## src/rtl/lsu_pkg.sv

```systemverilog
// Shared definitions for the AXI-lite load/store unit: MemOP encoding,
// FSM states, AXI response codes and the alignment rule.
package lsu_pkg;

    localparam logic [2:0] MEMOP_LB  = 3'b000;
    localparam logic [2:0] MEMOP_LH  = 3'b001;
    localparam logic [2:0] MEMOP_LW  = 3'b010;
    localparam logic [2:0] MEMOP_LD  = 3'b011;
    localparam logic [2:0] MEMOP_LBU = 3'b100;
    localparam logic [2:0] MEMOP_LHU = 3'b101;
    localparam logic [2:0] MEMOP_LWU = 3'b110;

    // memop[1:0] is the access size for both loads and stores
    localparam logic [1:0] SIZE_B = 2'd0;
    localparam logic [1:0] SIZE_H = 2'd1;
    localparam logic [1:0] SIZE_W = 2'd2;
    localparam logic [1:0] SIZE_D = 2'd3;

    localparam logic [1:0] RESP_OKAY   = 2'b00;
    localparam logic [1:0] RESP_SLVERR = 2'b10;

    typedef enum logic [2:0] {
        ST_IDLE,
        ST_RADDR,
        ST_RDATA,
        ST_WREQ,
        ST_WRESP,
        ST_FIN
    } lsu_state_e;

    function automatic logic is_misaligned(input logic [2:0] off, input logic [1:0] size);
        logic mis;
        case (size)
            SIZE_H:  mis = off[0];
            SIZE_W:  mis = |off[1:0];
            SIZE_D:  mis = |off;
            default: mis = 1'b0;
        endcase
        return mis;
    endfunction

endpackage

```

## src/rtl/lsu_axi_lite_if.sv

```systemverilog
// AXI-lite read/write channel bundle between the LSU (master) and the
// shared RAM data port (slave).
interface lsu_axi_lite_if #(
    parameter int ADDR_W = 32,
    parameter int DATA_W = 64
);
    logic [ADDR_W-1:0]   ARADDR;
    logic                ARVALID;
    logic                ARREADY;
    logic [DATA_W-1:0]   RDATA;
    logic [1:0]          RRESP;
    logic                RVALID;
    logic                RREADY;
    logic [ADDR_W-1:0]   AWADDR;
    logic                AWVALID;
    logic                AWREADY;
    logic [DATA_W-1:0]   WDATA;
    logic [DATA_W/8-1:0] WSTRB;
    logic                WVALID;
    logic                WREADY;
    logic [1:0]          BRESP;
    logic                BVALID;
    logic                BREADY;

    modport master (
        output ARADDR, ARVALID, input ARREADY,
        input  RDATA, RRESP, RVALID, output RREADY,
        output AWADDR, AWVALID, input AWREADY,
        output WDATA, WSTRB, WVALID, input WREADY,
        input  BRESP, BVALID, output BREADY
    );

    modport slave (
        input  ARADDR, ARVALID, output ARREADY,
        output RDATA, RRESP, RVALID, input RREADY,
        input  AWADDR, AWVALID, output AWREADY,
        input  WDATA, WSTRB, WVALID, output WREADY,
        output BRESP, BVALID, input BREADY
    );
endinterface

```

## src/rtl/lsu_lane_align.sv

```systemverilog
// Byte-lane steering for a 64-bit data port: store strobe/shift generation
// and load extraction with sign/zero extension.
module lsu_lane_align
    import lsu_pkg::*;
(
    input  logic [2:0]  i_off,
    input  logic [2:0]  i_memop,
    input  logic [63:0] i_st_data,
    input  logic [63:0] i_ld_word,
    output logic [63:0] o_st_data,
    output logic [7:0]  o_st_strb,
    output logic [63:0] o_ld_data
);
    logic [5:0]  w_shamt;
    logic [3:0]  w_nbytes;
    logic [63:0] w_lane;
    logic        w_sext;

    assign w_shamt   = {i_off, 3'b000};
    assign w_nbytes  = 4'd1 << i_memop[1:0];
    assign o_st_data = i_st_data << w_shamt;
    assign w_lane    = i_ld_word >> w_shamt;
    assign w_sext    = ~i_memop[2];

    // A lane is enabled when it falls inside [off, off+size); aligned
    // accesses never cross the 8-byte boundary.
    for (genvar gi = 0; gi < 8; gi++) begin : g_strb
        assign o_st_strb[gi] = (4'(gi) >= {1'b0, i_off}) &&
                               (4'(gi) <  ({1'b0, i_off} + w_nbytes));
    end

    always_comb begin
        o_ld_data = w_lane;
        case (i_memop[1:0])
            SIZE_B:  o_ld_data = {{56{w_lane[7]  & w_sext}}, w_lane[7:0]};
            SIZE_H:  o_ld_data = {{48{w_lane[15] & w_sext}}, w_lane[15:0]};
            SIZE_W:  o_ld_data = {{32{w_lane[31] & w_sext}}, w_lane[31:0]};
            default: o_ld_data = w_lane;
        endcase
    end

endmodule

```

## src/rtl/lsu_axi_lite.sv

```systemverilog
// AXI-lite master load/store unit: one request at a time from execute,
// single-beat read or write on the RAM data port, extended load data back.
module lsu_axi_lite
    import lsu_pkg::*;
#(
    parameter int ADDR_W = 32,
    parameter int DATA_W = 64
) (
    input  logic              clk,
    input  logic              resetn,
    input  logic              req_valid,
    output logic              req_ready,
    input  logic              req_we,
    input  logic [63:0]       req_addr,
    input  logic [DATA_W-1:0] req_wdata,
    input  logic [2:0]        req_memop,
    output logic              done,
    output logic              err,
    output logic [DATA_W-1:0] rdata,
    lsu_axi_lite_if.master    axi
);
    lsu_state_e          r_state;
    lsu_state_e          w_state_next;

    logic [2:0]          r_off;
    logic [2:0]          r_memop;
    logic [ADDR_W-1:0]   r_araddr;
    logic [ADDR_W-1:0]   r_awaddr;
    logic [DATA_W-1:0]   r_wdata;
    logic [DATA_W/8-1:0] r_wstrb;
    logic [DATA_W-1:0]   r_rdata;
    logic                r_aw_pend;
    logic                r_w_pend;
    logic                r_err;

    logic                w_accept;
    logic                w_mis;
    logic [ADDR_W-1:0]   w_line_addr;
    logic [2:0]          w_off;
    logic [2:0]          w_memop;
    logic [DATA_W-1:0]   w_st_data;
    logic [DATA_W/8-1:0] w_st_strb;
    logic [DATA_W-1:0]   w_ld_data;
    logic                w_aw_done;
    logic                w_w_done;
    logic                w_unused_addr;

    assign w_accept      = (r_state == ST_IDLE) && req_valid;
    assign w_mis         = is_misaligned(req_addr[2:0], req_memop[1:0]);
    assign w_line_addr   = {req_addr[ADDR_W-1:3], 3'b000};
    assign w_unused_addr = ^req_addr[63:ADDR_W];
    assign w_aw_done     = !r_aw_pend || axi.AWREADY;
    assign w_w_done      = !r_w_pend  || axi.WREADY;

    // Store steering is needed at accept time, load extraction later from
    // the captured offset/memop, so one aligner serves both.
    assign w_off   = (r_state == ST_IDLE) ? req_addr[2:0] : r_off;
    assign w_memop = (r_state == ST_IDLE) ? req_memop     : r_memop;

    lsu_lane_align u_align (
        .i_off     (w_off),
        .i_memop   (w_memop),
        .i_st_data (req_wdata),
        .i_ld_word (axi.RDATA),
        .o_st_data (w_st_data),
        .o_st_strb (w_st_strb),
        .o_ld_data (w_ld_data)
    );

    always_ff @(posedge clk or negedge resetn) begin
        if (!resetn) begin
            r_state <= ST_IDLE;
        end else begin
            r_state <= w_state_next;
        end
    end

    always_comb begin
        w_state_next = r_state;
        req_ready    = 1'b0;
        axi.ARVALID  = 1'b0;
        axi.RREADY   = 1'b0;
        axi.BREADY   = 1'b0;
        done         = 1'b0;
        case (r_state)
            ST_IDLE: begin
                req_ready = 1'b1;
                if (req_valid) begin
                    if (w_mis)       w_state_next = ST_FIN;
                    else if (req_we) w_state_next = ST_WREQ;
                    else             w_state_next = ST_RADDR;
                end
            end
            ST_RADDR: begin
                axi.ARVALID = 1'b1;
                if (axi.ARREADY) w_state_next = ST_RDATA;
            end
            ST_RDATA: begin
                axi.RREADY = 1'b1;
                if (axi.RVALID) w_state_next = ST_FIN;
            end
            ST_WREQ: begin
                if (w_aw_done && w_w_done) w_state_next = ST_WRESP;
            end
            ST_WRESP: begin
                axi.BREADY = 1'b1;
                if (axi.BVALID) w_state_next = ST_FIN;
            end
            ST_FIN: begin
                done         = 1'b1;
                w_state_next = ST_IDLE;
            end
            default: w_state_next = ST_IDLE;
        endcase
    end

    // Bus address/data registers load only when a transfer will actually be
    // issued, so they keep their last value while the matching VALID is low.
    always_ff @(posedge clk or negedge resetn) begin
        if (!resetn) begin
            r_off     <= '0;
            r_memop   <= '0;
            r_araddr  <= '0;
            r_awaddr  <= '0;
            r_wdata   <= '0;
            r_wstrb   <= '0;
            r_rdata   <= '0;
            r_aw_pend <= 1'b0;
            r_w_pend  <= 1'b0;
            r_err     <= 1'b0;
        end else begin
            if (w_accept) begin
                r_off     <= req_addr[2:0];
                r_memop   <= req_memop;
                r_err     <= w_mis;
                r_aw_pend <= req_we && !w_mis;
                r_w_pend  <= req_we && !w_mis;
                if (!w_mis && req_we) begin
                    r_awaddr <= w_line_addr;
                    r_wdata  <= w_st_data;
                    r_wstrb  <= w_st_strb;
                end
                if (!w_mis && !req_we) begin
                    r_araddr <= w_line_addr;
                end
            end
            if (r_state == ST_RDATA && axi.RVALID) begin
                r_rdata <= w_ld_data;
                r_err   <= (axi.RRESP != RESP_OKAY);
            end
            if (r_state == ST_WREQ) begin
                if (axi.AWREADY) r_aw_pend <= 1'b0;
                if (axi.WREADY)  r_w_pend  <= 1'b0;
            end
            if (r_state == ST_WRESP && axi.BVALID) begin
                r_err <= (axi.BRESP != RESP_OKAY);
            end
        end
    end

    assign axi.ARADDR  = r_araddr;
    assign axi.AWADDR  = r_awaddr;
    assign axi.AWVALID = r_aw_pend;
    assign axi.WDATA   = r_wdata;
    assign axi.WSTRB   = r_wstrb;
    assign axi.WVALID  = r_w_pend;
    assign err         = r_err;
    assign rdata       = r_rdata;

endmodule
```

## src/flat_wrapper.sv

```systemverilog
// flat-port wrapper written by rule: the top's interface ports become plain ports
module lsu_axi_lite_flat import lsu_pkg::*;
#(
    parameter int ADDR_W = 32,
    parameter int DATA_W = 64
)
  (clk, resetn, req_valid, req_ready, req_we, req_addr, req_wdata, req_memop, done, err, rdata, axi_ARADDR, axi_ARVALID, axi_ARREADY, axi_RDATA, axi_RRESP, axi_RVALID, axi_RREADY, axi_AWADDR, axi_AWVALID, axi_AWREADY, axi_WDATA, axi_WSTRB, axi_WVALID, axi_WREADY, axi_BRESP, axi_BVALID, axi_BREADY);
  lsu_axi_lite_if #(.ADDR_W(ADDR_W), .DATA_W(DATA_W)) axi_i ();
  input  logic clk;
  input  logic resetn;
  input  logic req_valid;
  output logic req_ready;
  input  logic req_we;
  input  logic [63:0] req_addr;
  input  logic [DATA_W-1:0] req_wdata;
  input  logic [2:0] req_memop;
  output logic done;
  output logic err;
  output logic [DATA_W-1:0] rdata;
  output wire logic [$bits(axi_i.ARADDR)-1:0] axi_ARADDR;
  output wire logic [$bits(axi_i.ARVALID)-1:0] axi_ARVALID;
  input wire logic [$bits(axi_i.ARREADY)-1:0] axi_ARREADY;
  input wire logic [$bits(axi_i.RDATA)-1:0] axi_RDATA;
  input wire logic [$bits(axi_i.RRESP)-1:0] axi_RRESP;
  input wire logic [$bits(axi_i.RVALID)-1:0] axi_RVALID;
  output wire logic [$bits(axi_i.RREADY)-1:0] axi_RREADY;
  output wire logic [$bits(axi_i.AWADDR)-1:0] axi_AWADDR;
  output wire logic [$bits(axi_i.AWVALID)-1:0] axi_AWVALID;
  input wire logic [$bits(axi_i.AWREADY)-1:0] axi_AWREADY;
  output wire logic [$bits(axi_i.WDATA)-1:0] axi_WDATA;
  output wire logic [$bits(axi_i.WSTRB)-1:0] axi_WSTRB;
  output wire logic [$bits(axi_i.WVALID)-1:0] axi_WVALID;
  input wire logic [$bits(axi_i.WREADY)-1:0] axi_WREADY;
  input wire logic [$bits(axi_i.BRESP)-1:0] axi_BRESP;
  input wire logic [$bits(axi_i.BVALID)-1:0] axi_BVALID;
  output wire logic [$bits(axi_i.BREADY)-1:0] axi_BREADY;
  assign axi_ARADDR = axi_i.ARADDR;
  assign axi_ARVALID = axi_i.ARVALID;
  assign axi_i.ARREADY = axi_ARREADY;
  assign axi_i.RDATA = axi_RDATA;
  assign axi_i.RRESP = axi_RRESP;
  assign axi_i.RVALID = axi_RVALID;
  assign axi_RREADY = axi_i.RREADY;
  assign axi_AWADDR = axi_i.AWADDR;
  assign axi_AWVALID = axi_i.AWVALID;
  assign axi_i.AWREADY = axi_AWREADY;
  assign axi_WDATA = axi_i.WDATA;
  assign axi_WSTRB = axi_i.WSTRB;
  assign axi_WVALID = axi_i.WVALID;
  assign axi_i.WREADY = axi_WREADY;
  assign axi_i.BRESP = axi_BRESP;
  assign axi_i.BVALID = axi_BVALID;
  assign axi_BREADY = axi_i.BREADY;
  lsu_axi_lite #(.ADDR_W(ADDR_W), .DATA_W(DATA_W)) u_core (.clk(clk), .resetn(resetn), .req_valid(req_valid), .req_ready(req_ready), .req_we(req_we), .req_addr(req_addr), .req_wdata(req_wdata), .req_memop(req_memop), .done(done), .err(err), .rdata(rdata), .axi(axi_i));
endmodule
```

## config.mk

```make
export PLATFORM = sky130hd
export DESIGN_NAME = lsu_axi_lite_flat
export DESIGN_NICKNAME = d
export VERILOG_FILES = /design/src/rtl/lsu_pkg.sv /design/src/rtl/lsu_axi_lite_if.sv /design/src/rtl/lsu_lane_align.sv /design/src/rtl/lsu_axi_lite.sv /design/src/flat_wrapper.sv
export SDC_FILE = /design/constraint.sdc
export NUM_CORES = 1
export LEC_CHECK = 0
export BUFFER_PORTS_ARGS = -buffer_cell sky130_fd_sc_hd__clkbuf_2
export CAP_MARGIN = 10
export CELL_PAD_IN_SITES_DETAIL_PLACEMENT = 0
export CELL_PAD_IN_SITES_GLOBAL_PLACEMENT = 1
export CORE_MARGIN = 2
export CORE_UTILIZATION = 40
export DETAILED_ROUTE_END_ITERATION = 8
export PLACE_DENSITY = 0.87
export SYNTH_ARGS = -nofsm -noshare
export SYNTH_HDL_FRONTEND = slang
export SYNTH_SLANG_ARGS = --single-unit
```

## constraint.sdc

```tcl
create_clock -name clk -period 5.3 [get_ports clk]
set_clock_uncertainty 0.2 [all_clocks]
set_input_delay 0.265 -clock clk [delete_from_list [all_inputs] [get_ports clk]]
set_output_delay 0.265 -clock clk [all_outputs]
set_load 0.05 [all_outputs]
```

==> run metrics, run 1 <==
status=finished clean; number of nets still failing antenna checks after routing=0; post-synthesis instance area=11880 sq um; worst hold slack=24.41 ps; Post-CTS Hold Fix Bufs=76; ranking of synthesized cells by area=dfrtp_1 43%, mux2i_1 12%, nand2_1 7.9%; Row Count=63; hpwl dp=32.49 mm; grt ovf=0; H-tree depth=1; Yosys warning count=0; antenna violations before repair=3; worst r2r dst=u_core.rdata[9]; largest net degree at the start of global routing=109; crit path max fanout=30; Critical Path AT=4300 ps; reg2reg setup slack=1180 ps; f_max=0.2425 GHz; Num CTS Buffers=24; # DRC=0; Die Ht=176.4 um; Critical R2R Launch=u_core.r_state[0]; area leader, netlist=dfrtp_1; Post-synth ARST share=100.0%; Placeable Area=29480 sq um; Starting DRT DRC Count=1136; CTS tree=built; Critical Path End Type=flop; Total GRT Usage=28.13%; pre-CTS setup slack=1402 ps; initial core utilization=40.31%; Root Buffer=clkbuf_16; Max Cap Viol=0; Post-CTS Resized=0; Pins Over Slew Limit=0; Setup violations, final=0; CTS clock-pin slew for the worst setup and hold paths=60 ps; final-stage net count=1906; vias in the first global route=11640; Slew HR=29.42%; critical path class=reg -> reg; worst-case reg-to-reg path depth=9; GR Layer Usage met2=46.32%; via-per-instance ratio=5.618; setup repair bufs after CTS=0; fin crit share=77.82%; met1 Resource Use GR=36.30%; clock latency on the worst-skew pair=520 ps; syn avg cell area=9.148 sq um; EDFF count, synth=0; sequential area share after synthesis=43.38%; GRT met3 Usage=5.211%; #FFs+latches synth=206; Worst-Margin Slew=1055 ps; die footprint=31100 sq um; crit path to=u_core.rdata[9]; required time of the critical path=5470 ps; TritonRoute pass-1 iters=5; Worst Setup SP=u_core.r_state[0]; top-area cell type share of the netlist area=43.38%; port bufs=377; CTS Buffer Depth=3; die width=176.4 um; Clock Sinks=206; crit start category=flop; layout cells sized above 1=31.68%; final wirelength=44.99 mm; unrepaired setup endpoints after global routing=false; Avg WL per Cell=21.38 um; Period minus WS final=4124 ps; via count=11820; first-pass GRT wire length=68.40 mm; RePlAce Congestion=0.8984; count of cell types in the netlist=64; area grow syn2layout=30.67%; final hold vios=0; IO Pins=416; setup TNS=0 ps; grt peak-use layer=met2; min-delay worst type=in -> reg; Setup WS post-layout=1176 ps; Post-synth top flop=dfrtp_1; Cells after Synth=1299
## final cells by class
cell class	count	area (sq um)
Fill cell	2721	13950
Multi-Input combinational cell	979	6203
Sequential cell	206	5155
Timing Repair Buffer	474	2828
Clock buffer	33	704.4
Tap cell	390	488.0
Clock inverter	10	100.1
Inverter	9	41.29
Antenna cell	3	7.507
## cell families (layout without fill, tap and decap cells)
group | Yosys count | in the layout | share of synthesized area, %
compound gates | 365 | 365 | 19.69
simple gates | 418 | 418 | 14.91
mux | 185 | 185 | 16.47
other cells | 1 | 9 | 0.03156
flops | 206 | 206 | 43.38
fa+ha+maj | 4 | 4 | 0.4844
buf+inv | 119 | 526 | 4.960
xor+xnor | 1 | 1 | 0.07372
## worst max-delay path: stages, from the launching register on
cell and delay, ps:
dfrtp_1 710, or4b_1 680, and2_2 350, buf_4 340
nor2_1 540, buf_4 300, a32oi_1 70, dlygate4sd3_1 600
o211ai_1 90, a21oi_1 90
## sequential cells by signal, summed over array words and instances (netlist names)
signal and count:
u_core.err 1, u_core.axi.AWADDR 29, u_core.r_state 3, u_core.axi.AWVALID 1
u_core.axi.WVALID 1, u_core.axi.ARADDR 29, u_core.r_memop 3, u_core.axi.WDATA 64
u_core.r_off 3, u_core.rdata 64, u_core.axi.WSTRB 8
## through the flow
stage / cell area (sq um) / std cells / util [%]
final: 15530 / 2104 / 52.67
after global routing: 15530 / 2104 / 52.67
after CTS: 15520 / 2101 / 52.64
after detailed placement: 13950 / 1982 / 47.33
after global placement: 13950 / 1982 / 47.33
after floorplan: 11900 / 1304 / -
## worst min path at each step
stage,start,cells after the start,endpoint,slack [ps]
final,req_wdata[49],5,u_core.axi.WDATA[49],20
after global routing,req_wdata[27],4,u_core.axi.WDATA[35],40
after CTS,req_wdata[49],5,u_core.axi.WDATA[49],2
after detailed placement,resetn,1,u_core.axi.WVALID,190
after global placement,resetn,1,u_core.axi.WVALID,190
after floorplan,resetn,0,u_core.axi.ARADDR[10],-230
## synthesized netlist by cell type, types with 31 or more instances
library cell / count
a21oi_1: 106
a21oi_2: 31
buf_2: 35
clkbuf_1: 51
dfrtp_1: 206
mux2_2: 40
mux2i_1: 140
nand2_1: 249
nor2_1: 99
o21ai_0: 61
o22ai_1: 42
## layout by cell type, fill, tap and decap left out, drive strengths merged, types with 7 or more instances in the layout
| master | Yosys | routed |
|---|---|---|
| clkbuf | 51 | 409 |
| nand2 | 250 | 250 |
| dfrtp | 206 | 206 |
| mux2i | 140 | 140 |
| a21oi | 137 | 137 |
| nor2 | 103 | 103 |
| dlygate4sd3 | 0 | 76 |
| o21ai | 74 | 74 |
| o22ai | 42 | 42 |
| mux2 | 41 | 41 |
| a31oi | 24 | 24 |
| nand3 | 23 | 23 |
| buf | 59 | 22 |
| a22o | 16 | 16 |
| o31ai | 15 | 15 |
| a22oi | 13 | 13 |
| inv | 9 | 9 |
| clkinv | 0 | 8 |
| nor2b | 7 | 7 |
| nand2b | 7 | 7 |
## metal layers
metal / vias up / wire length [um]
li1: 5428 / -
met1: 5663 / 18330
met3: 92 / 3801
met4: 0 / 1785
met2: 637 / 21070
met5: - / 0
Power of run 1 is not shown: default switching activity piles up to over one toggle a cycle in this logic, so the estimate is an artifact.
==> run 2, diff against run 1 <==
--- a/config.mk
+++ b/config.mk
@@ -5,14 +5,15 @@
 export SDC_FILE = /design/constraint.sdc
 export NUM_CORES = 1
 export LEC_CHECK = 0
+export ABC_AREA = 1
 export BUFFER_PORTS_ARGS = -buffer_cell sky130_fd_sc_hd__clkbuf_2
 export CAP_MARGIN = 10
 export CELL_PAD_IN_SITES_DETAIL_PLACEMENT = 0
 export CELL_PAD_IN_SITES_GLOBAL_PLACEMENT = 1
 export CORE_MARGIN = 2
-export CORE_UTILIZATION = 40
+export CORE_UTILIZATION = 36
 export DETAILED_ROUTE_END_ITERATION = 8
-export PLACE_DENSITY = 0.87
+export PLACE_DENSITY = 0.83
 export SYNTH_ARGS = -nofsm -noshare
 export SYNTH_HDL_FRONTEND = slang
 export SYNTH_SLANG_ARGS = --single-unit
==> constraint.sdc (replaced) <==
create_clock -name clk -period 4.1 [get_ports clk]
set_clock_uncertainty 0.2 [all_clocks]
set_input_delay 0.205 -clock clk [delete_from_list [all_inputs] [get_ports clk]]
set_output_delay 0.205 -clock clk [all_outputs]
set_load 0.05 [all_outputs]
==> run metrics, run 2 <==
clock latency on the worst-skew pair=530 ps; number of nets still failing antenna checks after routing=0; CTS clock-pin slew for the worst setup and hold paths=60 ps; Critical Path AT=4030 ps; Fillers=3197; first-pass GRT wire length=69.49 mm; # DRC=0; EDFF count, synth=0; worst-case reg-to-reg path depth=11; Setup violations, final=0; die width=186.2 um; Post-CTS Resized=0; Starting DRT DRC Count=992; H-tree depth=1; WL met3=3.892 mm; Worst Setup SP=u_core.r_state[2]; largest net degree at the start of global routing=92; layout cells sized above 1=26.63%; most frequent cells in the layout=486 x nand2_1, 376 x clkbuf_2, 206 x dfrtp_1; Row Count=66; initial core utilization=36.63%; port bufs=377; unrepaired setup endpoints after global routing=false; grt ovf=0; die footprint=34660 sq um; Avg WL per Cell=18.17 um; Max Cap Viol=0; crit start category=flop; antenna violations before repair=6; ranking of synthesized cells by area=dfrtp_1 43%, nand2_1 15%, nor2_1 5.5%; CTS tree=built; Critical Path End Type=flop; top-area cell type share of the netlist area=43.15%; count of cell types in the netlist=44; required time of the critical path=4330 ps; crit path to=u_core.axi.WDATA[56]; via-per-instance ratio=5.062; Num CTS Buffers=24; Synth top cells by count=486 x nand2_1, 206 x dfrtp_1, 174 x nor2_1, 129 x inv_1, 121 x o21ai_0; Die Ht=186.2 um; #FFs+latches synth=206; fin crit share=92.61%; crit path max fanout=32; critical path class=reg -> reg; Period minus WS final=3797 ps; wire length on met2=20.41 mm; commonest non-fill, non-tap cell in the layout=nand2_1; worst r2r dst=u_core.axi.WDATA[56]; Pins Over Slew Limit=0; Root Buffer=clkbuf_16; post-synthesis instance area=11950 sq um; Worst-Margin Slew=852.0 ps; IO Pins=416; Cells after Synth=1630; CTS Buffer Depth=3; Post-synth ARST share=100.0%; min-delay worst type=in -> reg; final hold vios=0; status=finished clean; Placeable Area=32620 sq um; Slew HR=43.20%; vias in the first global route=12260; syn avg cell area=7.330 sq um; Clock Sinks=206; Yosys warning count=0; RePlAce Congestion=0.9256; highest metal used=met5; area leader, netlist=dfrtp_1; Total GRT Usage=25.91%; reg2reg setup slack=300 ps; TritonRoute pass-1 iters=5; sequential area share after synthesis=43.15%; final-stage net count=2308; area grow syn2layout=36.45%; final wirelength=46.53 mm; hpwl dp=32.85 mm; Critical R2R Launch=u_core.r_state[2]; cell with the most instances after synthesis=nand2_1; setup TNS=0 ps; f_max=0.2634 GHz; via count=12960; Post-synth top flop=dfrtp_1; met1 wire length=20.19 mm
[run 2: changes by cell type in the layout (fill, tap and decap cells not counted), sizes merged, moves of 16 or more]
cell / before / now
nand2: 250 / 498
mux2i: 140 / 0
inv: 9 / 136
o21ai: 74 / 193
nor2: 103 / 179
a21oi: 137 / 75
dlygate4sd3: 76 / 138
or2: 1 / 56
o22ai: 42 / 6
nand3: 23 / 58
a22o: 16 / 0
[run 2: through the flow]
step / cells / utilization [%] / instance area, sq um / hold slack (ps) / setup WS, ps
after floorplan: 1635 / - / 11970 / -290.6 / 1172
after global placement: 2370 / 42.91 / 14000 / 126.3 / 835.7
after detailed placement: 2370 / 42.91 / 14000 / 127.2 / 770.1
after CTS: 2552 / 49.86 / 16260 / 2.236 / 367.2
after global routing: 2560 / 49.98 / 16300 / 22.62 / 176.4
final: 2560 / 49.98 / 16300 / 2.840 / 302.9
[run 2: routing by layer]
layer	track usage (%)	vias up
met5	0	-
met4	10.77	4
met3	5.004	125
met2	40.52	653
met1	35.23	6011
li1	-	6166
[run 2: worst max-delay path, cell delays in order (launching register included)]
cell           delay [ps]
dfrtp_1               370
inv_1                 260
nand2_2               260
nand2_2               140
nand2_4               260
nor2_4                320
buf_4                 260
inv_1                 360
a21oi_1               290
o21ai_0               160
dlygate4sd3_1         600
a31oi_1               200
[run 2: timing repair]
item	in CTS	in global routing
setup buffers	0	4
endpoints found under the hold margin	224	0
setup endpoints to repair	0	2
hold buffers	138	0
[run 2: worst min path at each step]
stage                        from                    end  cells after the start  slack (ps)
CTS                 axi_RDATA[15]        u_core.rdata[7]                      7           2
floorplan                  resetn  u_core.axi.ARADDR[10]                      0        -290
finish               axi_RDATA[0]        u_core.rdata[0]                      6           3
detailed placement         resetn  u_core.axi.ARADDR[10]                      1         130
global placement           resetn  u_core.axi.ARADDR[10]                      1         130
global route           axi_RVALID      u_core.r_state[0]                      4          20
[run 2: kinds of logic (layout without fill, tap and decap cells)]
family                     after synthesis  after routing  synth area share (%)
AOI/OAI and AO/OA                      331            331                 14.91
xor gates and xnor gates                 1              1               0.07332
adders and majority gates                4              4                0.4818
buffers and inverters                  245            724                 9.603
DFF                                    206            206                 43.15
muxes                                   32             32                 3.016
other                                    1             10               0.03139
and+or+nand+nor                        810            810                 28.74
[run 2: area by class of cell]
cell class	instances	area (sq um)	area share [%]
multi-input combinational	1184	5674	34.80
sequential	206	5155	31.62
antenna	4	10.01	0.06140
clock inverter	14	210.2	1.289
clock buffer	30	674.4	4.137
timing repair buffer	543	3512	21.54
inverter	137	514.2	3.154
tap	442	553.0	3.392
Power of run 2 is left out for the same reason.
==> run 3, diff against run 2 <==
--- a/config.mk
+++ b/config.mk
@@ -13,6 +13,7 @@
 export CORE_MARGIN = 2
 export CORE_UTILIZATION = 36
 export DETAILED_ROUTE_END_ITERATION = 8
+export GPL_TIMING_DRIVEN = 0
 export PLACE_DENSITY = 0.83
 export SYNTH_ARGS = -nofsm -noshare
 export SYNTH_HDL_FRONTEND = slang
==> run metrics, run 3 (same netlist as run 2, synthesis figures left out) <==
status=finished clean; final hold vios=0; crit start category=flop; Period minus WS final=3682 ps; die width=186.2 um; Die Ht=186.2 um; Row Count=66; GRT met3 Usage=5.705%; CTS Buffer Depth=3; port bufs=377; Post-CTS Hold Fix Bufs=133; IO Pins=416; via count=13590; critical path class=reg -> reg; first-pass GRT wire length=78.15 mm; GR Layer Usage met2=51.43%; Starting DRT DRC Count=1256; fin crit share=89.81%; Critical R2R Launch=u_core.r_state[0]; f_max=0.2716 GHz; CTS tree=built; Setup violations, final=0; Clock Sinks=206; area grow syn2layout=39.73%; grt ovf=0; min-delay src=axi_RVALID; required time of the critical path=4370 ps; Critical Path AT=3960 ps; layout cells sized above 1=27.72%; via-per-instance ratio=5.154; Slew HR=53.77%; min-delay worst type=in -> reg; most frequent cells in the layout=486 x nand2_1, 376 x clkbuf_2, 206 x dfrtp_1; commonest non-fill, non-tap cell in the layout=nand2_1; die footprint=34660 sq um; Post-CTS Resized=0; Critical Path End Type=flop; final wirelength=53.14 mm; RePlAce Congestion=0.9412; Worst-Margin Slew=693.4 ps; Max Cap Viol=0; number of nets still failing antenna checks after routing=0; clock latency on the worst-skew pair=540 ps; # DRC=0; initial core utilization=36.63%; unrepaired setup endpoints after global routing=false; Worst Setup SP=u_core.r_state[0]; Total GRT Usage=30.08%; Fillers=3246; TritonRoute pass-1 iters=6; Num CTS Buffers=25; worst hold slack=13.22 ps; Reg area=5155 sq um; Root Buffer=clkbuf_16; antenna violations before repair=4; met1 Resource Use GR=38.12%; H-tree depth=1; vias in the first global route=13180; crit path max fanout=10; final-stage net count=2386; hpwl dp=40.86 mm; setup repair bufs after CTS=0; Placeable Area=32620 sq um; area of the multi-input gates=5664 sq um; largest net degree at the start of global routing=88; Pins Over Slew Limit=0; grt peak-use layer=met2; Avg WL per Cell=20.15 um; CTS clock-pin slew for the worst setup and hold paths=60 ps
-- run 3: cell count changes in the layout (fill, tap and decap cells not counted), moves of 3 or more --
cell           previous run  this run
buf_2                     0        38
inv_6                     0         3
buf_1                     0         9
clkbuf_1                  2        30
buf_6                     0        17
buf_4                    26        14
dlygate4sd3_1           138       132
-- run 3: layer usage --
metal	vias to the layer above	routed length (um)
met5	-	43
met2	682	24940
met4	6	1923
met1	6450	21670
met3	123	4562
li1	6331	-
-- run 3: through the flow --
| step | area, sq um | util (%) | TNS (ps) | instances | setup WS, ps |
|---|---|---|---|---|---|
| floorplan | 11970 | - | 0 | 1635 | 1172 |
| global placement | 14410 | 44.17 | -307720 | 2454 | -1520 |
| detailed placement | 14470 | 44.36 | 0 | 2456 | 641.5 |
| CTS | 16690 | 51.17 | 0 | 2635 | 503.9 |
| global route | 16690 | 51.17 | 0 | 2636 | 236.0 |
| finish | 16690 | 51.18 | 0 | 2637 | 418.0 |
-- run 3: critical path, stage by stage (launching register included) --
cell and delay, ps:
dfrtp_1 440, nor2_4 220, nand2_2 80, buf_6 160, nand2_2 80, nand2_4 120
nor2_4 290, inv_1 130, clkbuf_1 250, a21oi_1 170, o21ai_0 100, dlygate4sd3_1 580
a31oi_1 210, dlygate4sd3_1 580
-- run 3: final cells by class --
class	count	share of cell area, %
Inverter	137	3.080
Sequential cell	206	30.88
Multi-Input combinational cell	1184	33.93
Antenna cell	2	0.02998
Buffer	108	3.792
Clock inverter	16	1.102
Tap cell	442	3.313
Clock buffer	30	4.159
Timing Repair Buffer	512	19.72
-- run 3: final timing paths --
kind                                         end  slack [ps]  depth (start not counted)
max                         u_core.axi.WDATA[58]         420                         13
min reg2reg                u_core.axi.AWADDR[31]         270                          2
min in group asynchronous  u_core.axi.AWADDR[29]          70                          3
max in group asynchronous    u_core.axi.WDATA[8]        3170                          3
max reg2reg                 u_core.axi.WDATA[58]         420                         13
min                            u_core.r_state[1]          10                          4
Power of run 3 is left out for the same reason.
